===== src/rtl/rggen_register_access_arbiter.sv =====
// Round-robin arbiter sharing one register-block command port between
// REQUESTERS hosts. One command in flight at a time; a command that never
// completes is retired with an error after TIMEOUT cycles (0 disables this).
module rggen_register_access_arbiter #(
  parameter int REQUESTERS    = 2,
  parameter int ADDRESS_WIDTH = 16,
  parameter int DATA_WIDTH    = 32,
  parameter int TIMEOUT       = 255
) (
  input  logic                                  clk,
  input  logic                                  rst,
  input  logic [REQUESTERS-1:0]                 i_request_valid,
  output logic [REQUESTERS-1:0]                 o_request_ready,
  input  logic [REQUESTERS*ADDRESS_WIDTH-1:0]   i_request_address,
  input  logic [REQUESTERS-1:0]                 i_request_write,
  input  logic [REQUESTERS*DATA_WIDTH-1:0]      i_request_write_data,
  input  logic [REQUESTERS*DATA_WIDTH-1:0]      i_request_write_mask,
  output logic [REQUESTERS-1:0]                 o_response_valid,
  output logic                                  o_response_error,
  output logic [DATA_WIDTH-1:0]                 o_response_read_data,
  output logic                                  o_command_valid,
  output logic [ADDRESS_WIDTH-1:0]              o_command_address,
  output logic                                  o_command_write,
  output logic [DATA_WIDTH-1:0]                 o_command_write_data,
  output logic [DATA_WIDTH-1:0]                 o_command_write_mask,
  input  logic                                  i_command_done,
  input  logic                                  i_command_error,
  input  logic [DATA_WIDTH-1:0]                 i_read_data
);

  localparam int PTR_W = (REQUESTERS > 1) ? $clog2(REQUESTERS) : 1;
  localparam int CNT_W = (TIMEOUT > 1) ? $clog2(TIMEOUT) : 1;
  localparam logic [PTR_W-1:0] PTR_INIT = PTR_W'(REQUESTERS - 1);
  localparam logic [CNT_W-1:0] CNT_LAST = CNT_W'((TIMEOUT > 0) ? TIMEOUT - 1 : 0);
  localparam logic             TIMEOUT_EN = (TIMEOUT != 0);

  typedef enum logic [1:0] {
    ST_IDLE,
    ST_COMMAND,
    ST_RESPONSE
  } state_t;

  state_t state;
  state_t state_next;

  logic [PTR_W-1:0]         ptr;
  logic [PTR_W-1:0]         grant_idx;
  logic                     grant_found;
  logic [PTR_W-1:0]         hi_idx;
  logic [PTR_W-1:0]         lo_idx;
  logic                     hi_found;
  logic                     lo_found;
  logic                     accept;
  logic                     done;
  logic                     timeout;
  logic [CNT_W-1:0]         cnt;

  logic [ADDRESS_WIDTH-1:0] sel_address;
  logic                     sel_write;
  logic [DATA_WIDTH-1:0]    sel_write_data;
  logic [DATA_WIDTH-1:0]    sel_write_mask;

  logic [ADDRESS_WIDTH-1:0] cmd_address;
  logic                     cmd_write;
  logic [DATA_WIDTH-1:0]    cmd_write_data;
  logic [DATA_WIDTH-1:0]    cmd_write_mask;
  logic                     rsp_error;
  logic [DATA_WIDTH-1:0]    rsp_read_data;

  // Round robin: lowest valid index above the last grant, else lowest valid overall.
  always_comb begin
    hi_found = 1'b0;
    hi_idx   = '0;
    lo_found = 1'b0;
    lo_idx   = '0;
    for (int i = REQUESTERS - 1; i >= 0; i--) begin
      if (i_request_valid[i]) begin
        if (i > int'(ptr)) begin
          hi_found = 1'b1;
          hi_idx   = PTR_W'(i);
        end else begin
          lo_found = 1'b1;
          lo_idx   = PTR_W'(i);
        end
      end
    end
    grant_found = hi_found | lo_found;
    grant_idx   = hi_found ? hi_idx : lo_idx;
  end

  // Mux the winning host's command fields out of the packed request buses.
  always_comb begin
    sel_address    = '0;
    sel_write      = 1'b0;
    sel_write_data = '0;
    sel_write_mask = '0;
    for (int i = 0; i < REQUESTERS; i++) begin
      if (grant_idx == PTR_W'(i)) begin
        sel_address    = i_request_address[i*ADDRESS_WIDTH +: ADDRESS_WIDTH];
        sel_write      = i_request_write[i];
        sel_write_data = i_request_write_data[i*DATA_WIDTH +: DATA_WIDTH];
        sel_write_mask = i_request_write_mask[i*DATA_WIDTH +: DATA_WIDTH];
      end
    end
  end

  assign accept  = (state == ST_IDLE) && grant_found;
  assign done    = (state == ST_COMMAND) && i_command_done;
  assign timeout = (state == ST_COMMAND) && !i_command_done && TIMEOUT_EN && (cnt == CNT_LAST);

  // State register.
  always_ff @(posedge clk) begin
    if (rst) begin
      state <= ST_IDLE;
    end else begin
      state <= state_next;
    end
  end

  // Next-state logic; completion has priority over the timeout.
  always_comb begin
    state_next = state;
    case (state)
      ST_IDLE:     if (accept)          state_next = ST_COMMAND;
      ST_COMMAND:  if (done || timeout) state_next = ST_RESPONSE;
      ST_RESPONSE:                      state_next = ST_IDLE;
      default:                          state_next = ST_IDLE;
    endcase
  end

  // Grant pointer remembers the last host served so the next search starts after it.
  always_ff @(posedge clk) begin
    if (rst) begin
      ptr <= PTR_INIT;
    end else if (accept) begin
      ptr <= grant_idx;
    end
  end

  // Cycles spent in COMMAND; cleared in every other state so each command starts at 0.
  always_ff @(posedge clk) begin
    if (rst || (state != ST_COMMAND)) begin
      cnt <= '0;
    end else begin
      cnt <= cnt + CNT_W'(1);
    end
  end

  // Command stage: hold the accepted host's fields for the whole COMMAND phase.
  always_ff @(posedge clk) begin
    if (rst) begin
      cmd_address    <= '0;
      cmd_write      <= 1'b0;
      cmd_write_data <= '0;
      cmd_write_mask <= '0;
    end else if (accept) begin
      cmd_address    <= sel_address;
      cmd_write      <= sel_write;
      cmd_write_data <= sel_write_data;
      cmd_write_mask <= sel_write_mask;
    end
  end

  // Response stage: capture completion status; writes and timeouts return no data.
  always_ff @(posedge clk) begin
    if (rst) begin
      rsp_error     <= 1'b0;
      rsp_read_data <= '0;
    end else if (done) begin
      rsp_error     <= i_command_error;
      rsp_read_data <= cmd_write ? '0 : i_read_data;
    end else if (timeout) begin
      rsp_error     <= 1'b1;
      rsp_read_data <= '0;
    end
  end

  // One-hot ready in IDLE and one-hot response in RESPONSE, both steered by the grant.
  always_comb begin
    o_request_ready  = '0;
    o_response_valid = '0;
    if (accept) begin
      o_request_ready[grant_idx] = 1'b1;
    end
    if (state == ST_RESPONSE) begin
      o_response_valid[ptr] = 1'b1;
    end
  end

  assign o_command_valid      = (state == ST_COMMAND);
  assign o_command_address    = cmd_address;
  assign o_command_write      = cmd_write;
  assign o_command_write_data = cmd_write_data;
  assign o_command_write_mask = cmd_write_mask;
  assign o_response_error     = rsp_error;
  assign o_response_read_data = rsp_read_data;

endmodule

===== config.mk =====
export PLATFORM = sky130hd
export DESIGN_NAME = rggen_register_access_arbiter
export DESIGN_NICKNAME = d
export VERILOG_FILES = /design/src/rtl/rggen_register_access_arbiter.sv
export SDC_FILE = /design/constraint.sdc
export NUM_CORES = 1
export LEC_CHECK = 0
export CAP_MARGIN = 40
export CORE_AREA = 2 2 122 124
export DETAILED_ROUTE_END_ITERATION = 10
export DIE_AREA = 0 0 124 126
export GPL_ROUTABILITY_DRIVEN = 1
export HOLD_SLACK_MARGIN = 0.05
export PLACE_DENSITY = 0.84
export SLEW_MARGIN = 20
export SYNTH_ARGS = -nofsm -noshare
export SYNTH_HDL_FRONTEND = slang
export SYNTH_SLANG_ARGS = --single-unit
export TNS_END_PERCENT = 30

===== constraint.sdc =====
create_clock -name clk -period 2.3 [get_ports clk]
set_clock_uncertainty 0.1 [all_clocks]
set_input_delay 0.46 -clock clk [delete_from_list [all_inputs] [get_ports clk]]
set_output_delay 0.46 -clock clk [all_outputs]
set_load 0.01 [all_outputs]

==> run metrics <==
minimum clock period=2190 ps; Compound-Gate Fraction of Synth Area=0.269; CP peak stage delay=480 ps; YS warnings=0; die width=124 um; largest area contributor in the netlist=dfxtp_1; Post-synth EDFFs=0; GRT Overall Usage=0.261; Yosys cell types=33; Mapped Cells=677; final setup TNS=0 ps; Reg-to-Reg Start=state[0]$_SDFFE_PP0P_; H-Tree Depth=4; clk buf depth=2; P_leak=3.15 nW; DR vias=6,557; R2R cell count=4; layout cells sized above 1=0.0777; clock sinks=125; Die Ht=126 um; CP cell instances=clkdlybuf4s50_1 -> nor3b_2 -> and2_1 -> dlygate4sd2_1; WP data required=1740 ps; DRT iter0 DRCs=647; post-synthesis register bit count=125; Critical Path AT=1630 ps; clk slew on worst S/H paths=60 ps; main combinational cell family by area after synthesis=compound AO/OA/AOI/OAI gates; hold endpoint=o_response_read_data[22]$_SDFFE_PP0P_; Worst Path Buf+Inv=2; DR pass1 iterations=5; CP endpoint kind=primary output; mux cell area share after synthesis=0; Ports=319; ys async rst share=0; Crit Path Class=input pin to primary output; final worst-path cycle share=0.954; unrepaired setup endpoints after global routing=no; die area=0.0156 sq mm; # rows=44; adder-cell share of the synthesized area=0.00448; r2r setup slk=560 ps; setup repair bufs after CTS=0; ANT nets after route=0; Root Driver=clkbuf_16; mean post-synth cell area=8.25 sq um; Worst VDD drop=0.470 mV; RD Place Congestion=0.785; synth-to-layout area growth=69.5%; drt drc=0; number of global-route vias before repair=6,354; Max Transition Viols Final=0; global-route wire length before repair=32,100 um; CP Depth=4; RR Endpoint=cnt[6]$_SDFF_PP0_; TritonCTS buffer count=17; Synth top area share=0.448; sequential area share after synthesis=0.448; cell area power density=718 mW/mm^2; Slew @ Worst Pin=563 ps; total wire length=21,000 um; vias per inst=5.71; remaining global-route overflow=0; dpl hpwl=13,700 um; largest cells by area after synthesis=dfxtp_1 45%, nand3_1 15%, a31oi_1 9.1%, o21ai_0 7.7%, a311oi_1 3.3%; CTS tree=built; hold path depth=2; Synth Flop Type=dfxtp_1; Area after DPL=0.00886 sq mm; cell area after layout=0.00946 sq mm; CORE AREA=0.0143 sq mm; Post-Synth XOR/XNOR Area=0.00471; starting density of the core=0.390; HP Class=input pin to flop; run status=finished clean; count leader, synth=nand3_1; Max Clk Rate=456 MHz; final net count=1,155; initial antenna violation count=0; largest net degree at the start of global routing=83; post-cts sizing count=3; startpoint types=input pin; Post-Syn Nets=879; IO buf count=318; post-synthesis simple-gate area fraction=0.200; Hold Path Origin=rst; setup violators final=0; slowest CP cell=clkdlybuf4s50_1; peak fanout along the critical path=2; Clk Latency, worst-skew pair=410 ps; antenna diode count=0; slew margin rel.=0.624; Fin. Hold Viols=0; Max-Cap Viols=0; most frequent cells after synthesis=167 x nand3_1, 125 x dfxtp_1, 86 x o21ai_0; Synth Cell Area=0.00558 sq mm; CP delay by family, top=buffers and inverters; # hold bufs at CTS=0; Avg WL per Cell=18.3 um
sequential cells by signal, summed over array words and instances (netlist names):
name / count
ptr: 1
cnt: 8
state: 2
o_command_write_data: 32
o_command_write_mask: 32
o_command_address: 16
o_command_write: 1
o_response_error: 1
o_response_read_data: 32
cells in the final DEF, fill, tap and decap left out, types with 3 or more instances in the layout:
cell and n:
o21ai_0 86, clkbuf_16 17, clkinv_2 4, or3_1 3
a31oi_1 81, nand3_1 167, buf_4 14, a311oi_2 11
a21oi_1 35, clkdlybuf4s50_1 315, dfxtp_1 123, buf_12 7
a311oi_1 21, bufinv_16 3, nand2_1 33, nor2_1 6
how the worst max path moves through the flow:
stage / from / endpoint / slack (ps)
floorplan: i_request_valid[1] / o_request_ready[0] / 590
global placement: i_request_valid[0] / o_request_ready[0] / -180
detailed placement: i_request_valid[0] / o_request_ready[0] / -180
CTS: state[0]$_SDFFE_PP0P_ / o_command_valid / 30
global route: state[1]$_SDFFE_PP0P_ / o_response_valid[0] / 30
finish: i_request_valid[0] / o_request_ready[0] / 110
area by class of cell:
type | count | area, sq um
clock inverter | 11 | 143
clock buffer | 20 | 457
tap | 184 | 230
inverter | 2 | 7.51
multi-input combinational | 469 | 2710
fill | 1164 | 4850
timing repair buffer | 338 | 3420
sequential | 125 | 2500
per-layer routing:
layer  vias up  wire (um)  GRT usage
li1       3092          -          -
met1      3074       8300      0.308
met2       332      10200      0.428
met3        59       1920     0.0856
met4         0        652      0.120
met5         -          0          0
logic make-up (layout without fill, tap and decap cells):
kind of cell,after synthesis,count (layout)
compound gates,239,239
flops,125,125
xor+xnor,3,3
simple gates,225,225
fa+ha+maj,2,2
buf+inv,83,371
worst reg2reg max path, cell delays in order, from the launching register on:
cell and delay [ps]:
dfxtp_2 420, nor2b_2 190, buf_4 400, nand2b_1 360
a21oi_1 200
stage by stage:
step	util	hold WS [ps]	power, mW	setup slack [ps]	instances
3_5_place_dp	0.619	378	4.09	-181	1118
2_1_floorplan	-	352	3.18	592	677
4_1_cts	0.661	309	6.84	30.0	1149
5_1_grt	0.661	322	7.06	26.7	1149
6_report	0.661	334	6.80	107	1149
3_3_place_gp	0.619	368	4.07	-182	1118
power breakdown:
group	total, mW	switching (mW)	internal, mW
Clock	2.74	0.988	1.75
Sequential	2.44	0.0970	2.35
Combinational	1.62	0.778	0.837
Total	6.80	1.86	4.93
No activity file was read; power rests on OpenSTA's default activity.
